==> config.mk <==
export PLATFORM = sky130hd
export DESIGN_NAME = sumator_8bit_flat
export DESIGN_NICKNAME = d
export VERILOG_FILES = /design/src/rtl/sumator_8bit_if.sv /design/src/rtl/sumator_8bit.sv /design/src/flat_wrapper.sv
export SDC_FILE = /design/constraint.sdc
export NUM_CORES = 1
export LEC_CHECK = 0
export ABC_CLOCK_PERIOD_IN_PS = 3300
export BUFFER_PORTS_ARGS = -buffer_cell sky130_fd_sc_hd__buf_2
export CORE_AREA = 10 10 47 49
export DETAILED_ROUTE_END_ITERATION = 16
export DIE_AREA = 0 0 57 59
export GPL_TIMING_DRIVEN = 0
export PLACE_DENSITY = 0.73
export SLEW_MARGIN = 25
export SYNTH_ARGS = -nofsm -noshare
export SYNTH_HDL_FRONTEND = slang
export SYNTH_SLANG_ARGS = --single-unit
==> constraint.sdc <==
create_clock -name clk -period 3.3 [get_ports clk]
set_clock_uncertainty 0.1 [all_clocks]
set_input_delay 0.165 -clock clk [delete_from_list [all_inputs] [get_ports clk]]
set_output_delay 0.165 -clock clk [all_outputs]
set_load 0.02 [all_outputs]
==> src/rtl/sumator_8bit_if.sv <==
// Operand/result bundle for sumator_8bit: the operand side drives the inputs,
// the adder drives the registered sum and carry.
interface sumator_8bit_if #(
    parameter int unsigned WIDTH = 8
);
    logic             carry_in;
    logic [WIDTH-1:0] in0;
    logic [WIDTH-1:0] in1;
    logic [WIDTH-1:0] out;
    logic             carry_out;

    modport master (
        output carry_in,
        output in0,
        output in1,
        input  out,
        input  carry_out
    );

    modport slave (
        input  carry_in,
        input  in0,
        input  in1,
        output out,
        output carry_out
    );
endinterface

==> src/rtl/sumator_8bit.sv <==
// Unsigned adder with carry-in/carry-out: a ripple chain of full adders feeding
// an output register, one cycle of latency, a new operation every cycle.
module sumator_8bit #(
    parameter int unsigned WIDTH = 8
) (
    input logic           clk,
    input logic           rst,
    sumator_8bit_if.slave bus
);
    logic [WIDTH:0]   carry;
    logic [WIDTH-1:0] sum;
    logic [WIDTH-1:0] out_d, out_q;
    logic             carry_d, carry_q;

    always_comb begin
        carry    = '0;
        sum      = '0;
        carry[0] = bus.carry_in;
        for (int i = 0; i < WIDTH; i++) begin
            sum[i]     = bus.in0[i] ^ bus.in1[i] ^ carry[i];
            carry[i+1] = (bus.in0[i] & bus.in1[i]) | (carry[i] & (bus.in0[i] ^ bus.in1[i]));
        end
    end

    always_comb begin
        out_d   = sum;
        carry_d = carry[WIDTH];
        if (rst) begin
            out_d   = '0;
            carry_d = 1'b0;
        end
    end

    always_ff @(posedge clk) begin
        out_q   <= out_d;
        carry_q <= carry_d;
    end

    assign bus.out       = out_q;
    assign bus.carry_out = carry_q;
endmodule

==> src/flat_wrapper.sv <==
// flat-port wrapper written by rule: the top's interface ports become plain ports
module sumator_8bit_flat 
#(
    parameter int unsigned WIDTH = 8
)
  (clk, rst, bus_carry_in, bus_in0, bus_in1, bus_out, bus_carry_out);
  sumator_8bit_if #(.WIDTH(WIDTH)) bus_i ();
  input logic clk;
  input logic rst;
  input wire logic [$bits(bus_i.carry_in)-1:0] bus_carry_in;
  input wire logic [$bits(bus_i.in0)-1:0] bus_in0;
  input wire logic [$bits(bus_i.in1)-1:0] bus_in1;
  output wire logic [$bits(bus_i.out)-1:0] bus_out;
  output wire logic [$bits(bus_i.carry_out)-1:0] bus_carry_out;
  assign bus_i.carry_in = bus_carry_in;
  assign bus_i.in0 = bus_in0;
  assign bus_i.in1 = bus_in1;
  assign bus_out = bus_i.out;
  assign bus_carry_out = bus_i.carry_out;
  sumator_8bit #(.WIDTH(WIDTH)) u_core (.clk(clk), .rst(rst), .bus(bus_i));
endmodule
==> results of run 1 <==
worst max-delay path by stage:
stage	start	end	slack, ns
3_5_place_dp	bus_in1[0]	u_core.bus.out[7]	-0.23
4_1_cts	bus_in1[0]	u_core.bus.out[7]	0.005
3_3_place_gp	bus_in1[0]	u_core.bus.out[7]	-0.16
6_report	bus_in1[0]	u_core.bus.out[7]	0.06
2_1_floorplan	bus_in1[0]	u_core.bus.out[7]	0.02
5_1_grt	bus_in1[0]	u_core.bus.out[7]	-0.07
power by group:
part / switching (mW) / internal (mW) / leakage, nW / total, mW
Clock: 0.0318 / 0.0462 / 0.0150 / 0.0779
Sequential: 0.00239 / 0.122 / 0.0750 / 0.124
Combinational: 0.0419 / 0.0332 / 0.225 / 0.0751
cells in the final DEF, fill, tap and decap left out, drive strengths merged:
master,n
clkbuf,4
fa,8
nor2,3
buf,27
dfxtp,9
inv,7
nor2b,6
routing by layer:
layer | wire length, microns | global-route usage [%] | vias to the layer above
li1 | - | - | 153
met1 | 275 | 3.888 | 136
met2 | 520 | 10.54 | 14
met3 | 90 | 3.004 | 2
met4 | 21 | 6.040 | 0
met5 | 0 | 0 | -
final cells by class:
cell class / count / area (sq um)
fillers: 152 / 794.5
multi-input cells: 17 / 219.0
flip-flops and latches: 9 / 180.2
repair buffers: 27 / 135.1
clock buffers: 4 / 26.28
inverters: 7 / 26.28
well taps: 16 / 20.02
metrics by stage:
stage	hold WS [ns]	area [sq um]
3_3_place_gp	0.3321	578.1
3_5_place_dp	0.3329	578.1
2_1_floorplan	0.1317	422.9
6_report	0.07338	606.8
5_1_grt	0.1098	606.8
4_1_cts	0.07554	604.3
critical path, stage by stage:
cell	delay, ns
buf_2	0.11
fa_1	0.42
inv_1	0.08
fa_1	0.16
inv_1	0.05
fa_2	0.33
fa_2	0.34
fa_2	0.35
fa_2	0.35
fa_1	0.36
inv_1	0.08
fa_1	0.42
nor2_1	0.12
registers in the layout, indices dropped and copies added (netlist names):
register / flops
u_core.bus.out: 8
u_core.bus.carry_out: 1
cell families after synthesis:
| logic type | Yosys count | share of synthesized area (%) |
|---|---|---|
| buffers and inverters | 7 | 6.326 |
| adder cells (fa/ha/maj) | 8 | 38.55 |
| AND/OR/NAND/NOR | 9 | 11.75 |
| flip-flops | 9 | 43.37 |
==> results.json, run 1 <==
{
  "status": "completed",
  "synthArstFlopShare_pct": 0,
  "io_buffers": 27,
  "initial_core_util_pct": 29.64,
  "drcViolationCount": 0,
  "dpl.cell_count": 76,
  "detail-route-antenna-nets": 0,
  "ys_warn_count": 0,
  "utilization_pct": 43.30,
  "die_area_sq_mm": 0.003363,
  "post-layout-total-power_mw": 0.2774,
  "maximum_frequency_from_static_timing_analysis_mhz": 308.2,
  "num-nets-final": 92,
  "place_congestion": 0.6620,
  "detail_route.vias_per_cell": 3.813,
  "tritoncts": "done",
  "static-leakage-power_nw": 0.3151,
  "timing_worst_slew_pin_value_ns": 0.1381,
  "dpl_worst_slack_ns": -0.2343,
  "yosys_register_bits": 9,
  "ys_seq_area_share_pct": 43.37,
  "io_pins": 28,
  "post_route_cells_drive_above_1_share_pct": 53.13,
  "clock_tree.root_cell": "clkbuf_4",
  "totalWireLength_microns": 908,
  "gr-usage-all-layers_pct": 5.752,
  "first_global_vias": 356,
  "worstHoldEndpoint": "u_core.bus.carry_out",
  "synth_top_area_cell": "dfxtp_1",
  "timing.max_cap.violations": 0,
  "hold_viol": 0,
  "clockBufferDepth": 2,
  "critPathArrivalTime_ns": 3.33,
  "yosysMostFrequentCell": "dfxtp_1",
  "worst_supply_voltage_drop_on_vdd_mv": 0.1471,
  "worstHoldPathType": "in2reg",
  "hp-start": "rst",
  "grt_max_degree": 10,
  "setup.worst_path.start_class": "input pin",
  "via_count": 305,
  "routedWlPerCell_microns": 11.35,
  "whs_path_depth": 2,
  "max_slew_headroom_pct": 90.79,
  "synth_cells": 33,
  "rsz0062_at_grt": "true",
  "dpl.hpwl_microns": 829.8,
  "postCtsHoldBufs": 0,
  "synth_area_leaders": "dfxtp_1, fa_1, nor2b_1, inv_1, nor2_1",
  "grt_first_pass_wirelength_mm": 1.462,
  "min_period_over_period_pct": 98.32,
  "synth_top_flop_cell": "dfxtp_1",
  "timing.setup.critical_path_class": "in2reg",
  "core-area_sq_mm": 0.001401,
  "area_overhead_vs_synth_pct": 46.08,
  "synth_cell_type_count": 5,
  "antenna_violations_before_repair": 0,
  "worst-path-max-fanout": 1,
  "syn-mean-instance-area_sq_um": 12.59,
  "power_density_mw_per_mm2": 457.1,
  "core.rowCount": 14,
  "antenna_cells_inserted": 0,
  "die-height_microns": 59,
  "max_slew_violation_count": 0,
  "layout.cells.non_filler": 80,
  "die_width_microns": 57,
  "setup_ws_ns": 0.05550,
  "clk_pin_slew_worst_paths_ns": 0.06,
  "setup_total_negative_slack_ns": 0,
  "worst_ep_required_time_ns": 3.38,
  "cts-resized-gates": 0,
  "finalWorstPathRequiredPeriod_ns": 3.245,
  "mappedNetlistNets": 60,
  "post-synth-top-area-fraction_pct": 43.37,
  "dr.first_iter.drc_count": 2,
  "cts_inserted_buffers": 3,
  "endpoint_kind": "flop",
  "setup_viol_count_final": 0,
  "post_cts.repair.setup_buffers": 0,
  "cell_area_synth_sq_um": 415.4,
  "number_of_synthesized_flops_with_an_enable_pin": 0,
  "clk_sinks": 9,
  "first_pass_iters": 5,
  "grt-ovfl-total": 0,
  "number_of_h_tree_levels": 1,
  "netlist_top_cells_count": "dfxtp_1, fa_1, inv_1, nor2b_1, nor2_1"
}
Power figures use the tool's default switching activity.
==> inputs of run 2 (changes only) <==
--- a/config.mk
+++ b/config.mk
@@ -5,13 +5,15 @@
 export SDC_FILE = /design/constraint.sdc
 export NUM_CORES = 1
 export LEC_CHECK = 0
+export ABC_AREA = 1
 export ABC_CLOCK_PERIOD_IN_PS = 3300
 export BUFFER_PORTS_ARGS = -buffer_cell sky130_fd_sc_hd__buf_2
+export CAP_MARGIN = 25
 export CORE_AREA = 10 10 47 49
 export DETAILED_ROUTE_END_ITERATION = 16
 export DIE_AREA = 0 0 57 59
 export GPL_TIMING_DRIVEN = 0
-export PLACE_DENSITY = 0.73
+export PLACE_DENSITY = 0.75
 export SLEW_MARGIN = 25
 export SYNTH_ARGS = -nofsm -noshare
 export SYNTH_HDL_FRONTEND = slang
==> results.json, run 2 <==
{
  "status": "completed",
  "setup_ws_ns": 0.1482,
  "routedWlPerCell_microns": 12.20,
  "die_width_microns": 57,
  "grt-ovfl-total": 0,
  "rsz0062_at_grt": "false",
  "num-nets-final": 99,
  "critical-path-max-stage-delay_ns": 0.39,
  "place_congestion": 0.6358,
  "io_pins": 28,
  "detail_route.vias_per_cell": 3.747,
  "die_area_sq_mm": 0.003363,
  "antenna_violations_before_repair": 0,
  "synth_cell_type_count": 5,
  "ys_warn_count": 0,
  "synth_area_leaders": "dfxtp_1, fa_1, inv_1, nor2_1, buf_6",
  "static-leakage-power_nw": 0.3494,
  "sw_frac_of_total_pct": 29.07,
  "core.rowCount": 14,
  "power.share.combinational_pct": 29.2,
  "cts_inserted_buffers": 3,
  "via_count": 326,
  "core-area_sq_mm": 0.001401,
  "io_buffers": 26,
  "commonest_non_fill_non_tap_cell_in_the_layout": "buf_2",
  "tritoncts": "done",
  "clockBufferDepth": 2,
  "critPathArrivalTime_ns": 3.24,
  "setup.worst_path.start_class": "input pin",
  "cp_common_cell": "fa_2",
  "hp-start": "bus_in0[7]",
  "largest_register_ff_count": 8,
  "gr-usage-all-layers_pct": 6.894,
  "clk_pin_slew_worst_paths_ns": 0.05,
  "initial_core_util_pct": 30.98,
  "number_of_h_tree_levels": 1,
  "worst-path-max-fanout": 1,
  "yosysMostFrequentCell": "inv_1",
  "timing.setup.critical_path_class": "in2reg",
  "endpoint_kind": "flop",
  "maximum_frequency_from_static_timing_analysis_mhz": 317.3,
  "post_route_cells_drive_above_1_share_pct": 52.11,
  "synth_cells": 40,
  "setup_viol_count_final": 0,
  "critical_path.n_buffers_inverters": 4,
  "min_period_over_period_pct": 95.51,
  "utilization_pct": 45.36,
  "power_density_mw_per_mm2": 451.7,
  "dpl_worst_slack_ns": -0.2152,
  "synthArstFlopShare_pct": 0,
  "cp_top_family": "adder cells",
  "dpl.cell_count": 82,
  "area_overhead_vs_synth_pct": 46.40,
  "synth_top_flop_cell": "dfxtp_1",
  "critPathSlowestCell": "fa_1",
  "setup_total_negative_slack_ns": 0,
  "switching_power_mw": 0.08345,
  "dpl.hpwl_microns": 916.9,
  "grt_max_degree": 10,
  "n_fill_cell": 146,
  "syn-mean-instance-area_sq_um": 10.85,
  "clock_tree.root_cell": "clkbuf_4",
  "cellInternalPower_mw": 0.2037,
  "cell_area_synth_sq_um": 434.2,
  "worst_supply_voltage_drop_on_vdd_mv": 0.1260,
  "totalWireLength_mm": 1.061,
  "synth_top_area_cell": "dfxtp_1",
  "detail-route-antenna-nets": 0,
  "first_pass_iters": 1,
  "worst_ep_required_time_ns": 3.39,
  "layout.cells.non_filler": 87,
  "whs_path_depth": 4,
  "max_slew_violation_count": 0,
  "yosys_register_bits": 9,
  "finalWorstPathRequiredPeriod_ns": 3.152,
  "timing.max_cap.violations": 0,
  "leading_cell_types_in_the_layout_fill_and_taps_excluded": "buf_2, inv_1, nor2_1, dfxtp_1, fa_2",
  "antenna_cells_inserted": 0,
  "post-synth-top-area-fraction_pct": 41.50,
  "netlist_top_cells_count": "inv_1, dfxtp_1, nor2_1, fa_1, buf_6",
  "dr.first_iter.drc_count": 0,
  "hold_viol": 0,
  "max_slew_headroom_pct": 92.21,
  "clkPwrFrac_pct": 27.4,
  "die-height_microns": 59,
  "drcViolationCount": 0,
  "number_of_synthesized_flops_with_an_enable_pin": 0,
  "clk_sinks": 9,
  "worstHoldPathType": "in2reg",
  "power.sequential.fraction_pct": 43.4,
  "grt_first_pass_wirelength_mm": 1.731,
  "mappedNetlistNets": 67,
  "crit_path_cell_trace": "buf_2 > fa_2 > inv_1 > fa_1 > inv_1 > fa_2 > fa_2 > fa_2 > fa_2 > fa_2 > inv_2 > fa_1 > nor2_1",
  "timing_worst_slew_pin_value_ns": 0.1164,
  "first_global_vias": 381,
  "post_cts.repair.setup_buffers": 0,
  "ys_seq_area_share_pct": 41.50,
  "worstHoldEndpoint": "u_core.bus.out[7]"
}
==> run 2: cell types whose count changed after synthesis, sizes merged <==
cell | before | now
nor2b | 6 | 0
nor2 | 3 | 9
buf | 0 | 1
inv | 7 | 13
==> run 2: cells by family (layout without fill, tap and decap cells) <==
logic type,after synthesis,in the layout,synth area share (%)
fa+ha+maj,8,8,36.89
flops,9,9,41.50
buf+inv,14,45,13.83
simple gates,9,9,7.780
==> run 2: repair_timing <==
action | CTS | global route
endpoints found under the hold margin | 7 | 0
gates resized for setup | 0 | 4
hold buffers | 1 | 0
setup endpoints to repair | 0 | 1
==> run 2: routing by layer <==
metal	GRT usage [%]	vias to the layer above	share of wire (%)
met5	0	-	0
met4	7.047	0	2.2
met3	2.575	2	7.5
met2	12.09	15	59
met1	5.732	142	31
li1	-	167	-
==> run 2: worst min-delay path, delay by kind of cell <==
family,cells,cell delay [ns]
fa+ha+maj,1,0.15
buf+inv,2,0.15
simple gates,1,0.04
==> run 2: area by class of cell <==
type / instances / area (sq um) / area share (%)
tap: 16 / 20.02 / 3.150
multi-input combinational: 17 / 209.0 / 32.87
clock buffer: 4 / 26.28 / 4.134
timing repair buffer: 27 / 140.1 / 22.05
inverter: 13 / 48.80 / 7.677
sequential: 9 / 180.2 / 28.35
buffer: 1 / 11.26 / 1.772
==> run 2: how the worst max path moves through the flow <==
stage,start,endpoint,slack (ns),depth (start not counted)
2_1_floorplan,bus_in1[0],u_core.bus.out[7],0.02,12
4_1_cts,bus_in1[0],u_core.bus.out[7],0.04,13
6_report,bus_in1[0],u_core.bus.out[7],0.15,13
3_5_place_dp,bus_in1[0],u_core.bus.out[7],-0.22,13
3_3_place_gp,bus_in1[0],u_core.bus.out[7],-0.16,13
5_1_grt,bus_in1[0],u_core.bus.out[7],0.003,13
==> run 2: per-stage QoR <==
| step | area (sq um) | power [mW] | hold slack, ns |
|---|---|---|---|
| 5_1_grt | 635.6 | 0.3089 | 0.2339 |
| 4_1_cts | 628.1 | 0.2886 | 0.1933 |
| 6_report | 635.6 | 0.2871 | 0.2038 |
| 2_1_floorplan | 441.7 | 0.1743 | 0.2458 |
| 3_3_place_gp | 591.8 | 0.2043 | 0.2586 |
| 3_5_place_dp | 591.8 | 0.2088 | 0.2629 |
==> run 2: power groups by stage <==
stage | clock network [mW] | registers [mW] | logic, mW
2_1_floorplan | 0 | 0.145 | 0.0293
3_3_place_gp | 0 | 0.127 | 0.0777
3_5_place_dp | 0 | 0.127 | 0.0821
4_1_cts | 0.0809 | 0.124 | 0.0834
5_1_grt | 0.0865 | 0.126 | 0.0967
6_report | 0.0788 | 0.125 | 0.0838
==> inputs of run 3 (changes only) <==
--- a/config.mk
+++ b/config.mk
@@ -6,14 +6,14 @@
 export NUM_CORES = 1
 export LEC_CHECK = 0
 export ABC_AREA = 1
-export ABC_CLOCK_PERIOD_IN_PS = 3300
+export ABC_CLOCK_PERIOD_IN_PS = 3020
 export BUFFER_PORTS_ARGS = -buffer_cell sky130_fd_sc_hd__buf_2
-export CAP_MARGIN = 25
+export CAP_MARGIN = 20
 export CORE_AREA = 10 10 47 49
 export DETAILED_ROUTE_END_ITERATION = 16
 export DIE_AREA = 0 0 57 59
 export GPL_TIMING_DRIVEN = 0
-export PLACE_DENSITY = 0.75
+export PLACE_DENSITY = 0.72
 export SLEW_MARGIN = 25
 export SYNTH_ARGS = -nofsm -noshare
 export SYNTH_HDL_FRONTEND = slang
==> constraint.sdc (replaced) <==
create_clock -name clk -period 3.02 [get_ports clk]
set_clock_uncertainty 0.1 [all_clocks]
set_input_delay 0.151 -clock clk [delete_from_list [all_inputs] [get_ports clk]]
set_output_delay 0.151 -clock clk [all_outputs]
set_load 0.02 [all_outputs]
==> results.json, run 3 (synthesized netlist as in run 2, its figures left out) <==
{
  "grt_max_degree": 10,
  "crit_path_cell_trace": "buf_6 > fa_2 > inv_2 > fa_2 > inv_2 > fa_2 > fa_2 > fa_2 > fa_2 > fa_2 > inv_2 > fa_1 > nor2_1",
  "worstHoldPathType": "in2reg",
  "critical-path-max-stage-delay_ns": 0.39,
  "io_pins": 28,
  "area_overhead_vs_synth_pct": 48.42,
  "maximum_frequency_from_static_timing_analysis_mhz": 325.0,
  "die_width_microns": 57,
  "setup_viol_count_final": 1,
  "num-nets-final": 99,
  "core-area_sq_mm": 0.001401,
  "antenna_cells_inserted": 0,
  "first_global_vias": 368,
  "register_area_sq_um": 180.2,
  "timing.max_cap.violations": 0,
  "fin_area_sq_um": 644.4,
  "gr-usage-all-layers_pct": 5.972,
  "initial_core_util_pct": 30.98,
  "tritoncts": "done",
  "dpl_worst_slack_ns": -0.4569,
  "post_cts.repair.setup_buffers": 0,
  "drcViolationCount": 0,
  "setup.worst_path.start_class": "input pin",
  "setup_ws_ns": -0.05688,
  "power_density_mw_per_mm2": 484.0,
  "finalWorstPathRequiredPeriod_ns": 3.077,
  "min_period_over_period_pct": 101.9,
  "detail_route.vias_per_cell": 3.805,
  "clk_pin_slew_worst_paths_ns": 0.05,
  "dr.first_iter.drc_count": 0,
  "endpoint_kind": "flop",
  "worst_supply_voltage_drop_on_vdd_mv": 0.1393,
  "commonest_non_fill_non_tap_cell_in_the_layout": "buf_2",
  "first_pass_iters": 1,
  "critical_path.n_buffers_inverters": 4,
  "totalWireLength_microns": 932,
  "largest_register_ff_count": 8,
  "via_count": 331,
  "clock_tree.root_cell": "clkbuf_4",
  "number_of_h_tree_levels": 1,
  "max_slew_violation_count": 0,
  "utilization_pct": 45.98,
  "static-leakage-power_nw": 0.3485,
  "cp_common_cell": "fa_2",
  "rsz0062_at_grt": "true",
  "worst_ep_required_time_ns": 3.11,
  "detail-route-antenna-nets": 0,
  "antenna_violations_before_repair": 0,
  "io_buffers": 26,
  "finalHoldWorstSlack_ns": 0.1859,
  "worst-path-max-fanout": 1,
  "post_route_cells_drive_above_1_share_pct": 56.34,
  "status": "complete, but fails checks",
  "clk_sinks": 9,
  "timing_worst_slew_pin_value_ns": 0.1141,
  "n_fill_cell": 146,
  "layout.cells.non_filler": 87,
  "dpl.cell_count": 82,
  "cp_top_family": "adder cells",
  "die_area_sq_mm": 0.003363,
  "clockBufferDepth": 2,
  "routedWlPerCell_microns": 10.71,
  "dpl.hpwl_microns": 871.7,
  "leading_cell_types_in_the_layout_fill_and_taps_excluded": "buf_2, inv_1, nor2_1, dfxtp_1, fa_2",
  "area_of_the_multi_input_gates_sq_um": 211.5,
  "detailed_place.area_sq_um": 594.3,
  "timing.setup.critical_path_class": "in2reg",
  "setup_total_negative_slack_ns": -0.05688,
  "critPathSlowestCell": "fa_1",
  "die-height_microns": 59,
  "max_slew_headroom_pct": 92.44,
  "critPathArrivalTime_ns": 3.17,
  "violations": "setup timing",
  "post-layout-total-power_mw": 0.3119,
  "cts_inserted_buffers": 3,
  "hold_viol": 0,
  "core.rowCount": 14,
  "grt_first_pass_wirelength_mm": 1.497,
  "grt-ovfl-total": 0,
  "place_congestion": 0.6066
}
run 3: cell types whose count changed in the layout (fill, tap and decap cells not counted):
cell,delta
inv_1,-2
fa_1,-1
fa_2,+1
buf_6,+1
inv_2,+2
buf_2,-1
run 3: final timing paths:
kind           endpoint        from  depth (start not counted)
min   u_core.bus.out[7]  bus_in0[7]                          4
max   u_core.bus.out[7]  bus_in1[0]                         13
run 3: timing repair:
action / 4_1_cts / 5_1_grt
resized for setup: 7 / 0
pin swaps: 5 / 2
hold endpoints to repair: 9 / 0
setup endpoints to repair: 1 / 1
hold buffers: 1 / 0
run 3: area by class of cell:
class | instances | share of cell area [%]
Clock buffer | 4 | 4.078
Sequential cell | 9 | 27.96
Tap cell | 16 | 3.107
Inverter | 13 | 7.573
Multi-Input combinational cell | 17 | 32.82
Buffer | 1 | 1.748
Timing Repair Buffer | 27 | 22.72
run 3: report_power, final:
part	leakage, nW	internal [mW]	total, mW	switching [mW]
Sequential	0.0750	0.133	0.136	0.00257
Clock	0.0150	0.0505	0.0856	0.0351
Combinational	0.259	0.0391	0.0904	0.0513
run 3: routing by layer:
layer | wire length (microns) | vias to the layer above | GRT usage (%) | share of wire (%)
met5 | 0 | - | 0 | 0
met4 | 25 | 0 | 7.047 | 2.7
met3 | 69 | 2 | 2.361 | 7.4
met2 | 495 | 15 | 10.54 | 53
met1 | 341 | 147 | 4.501 | 37
li1 | - | 167 | - | -
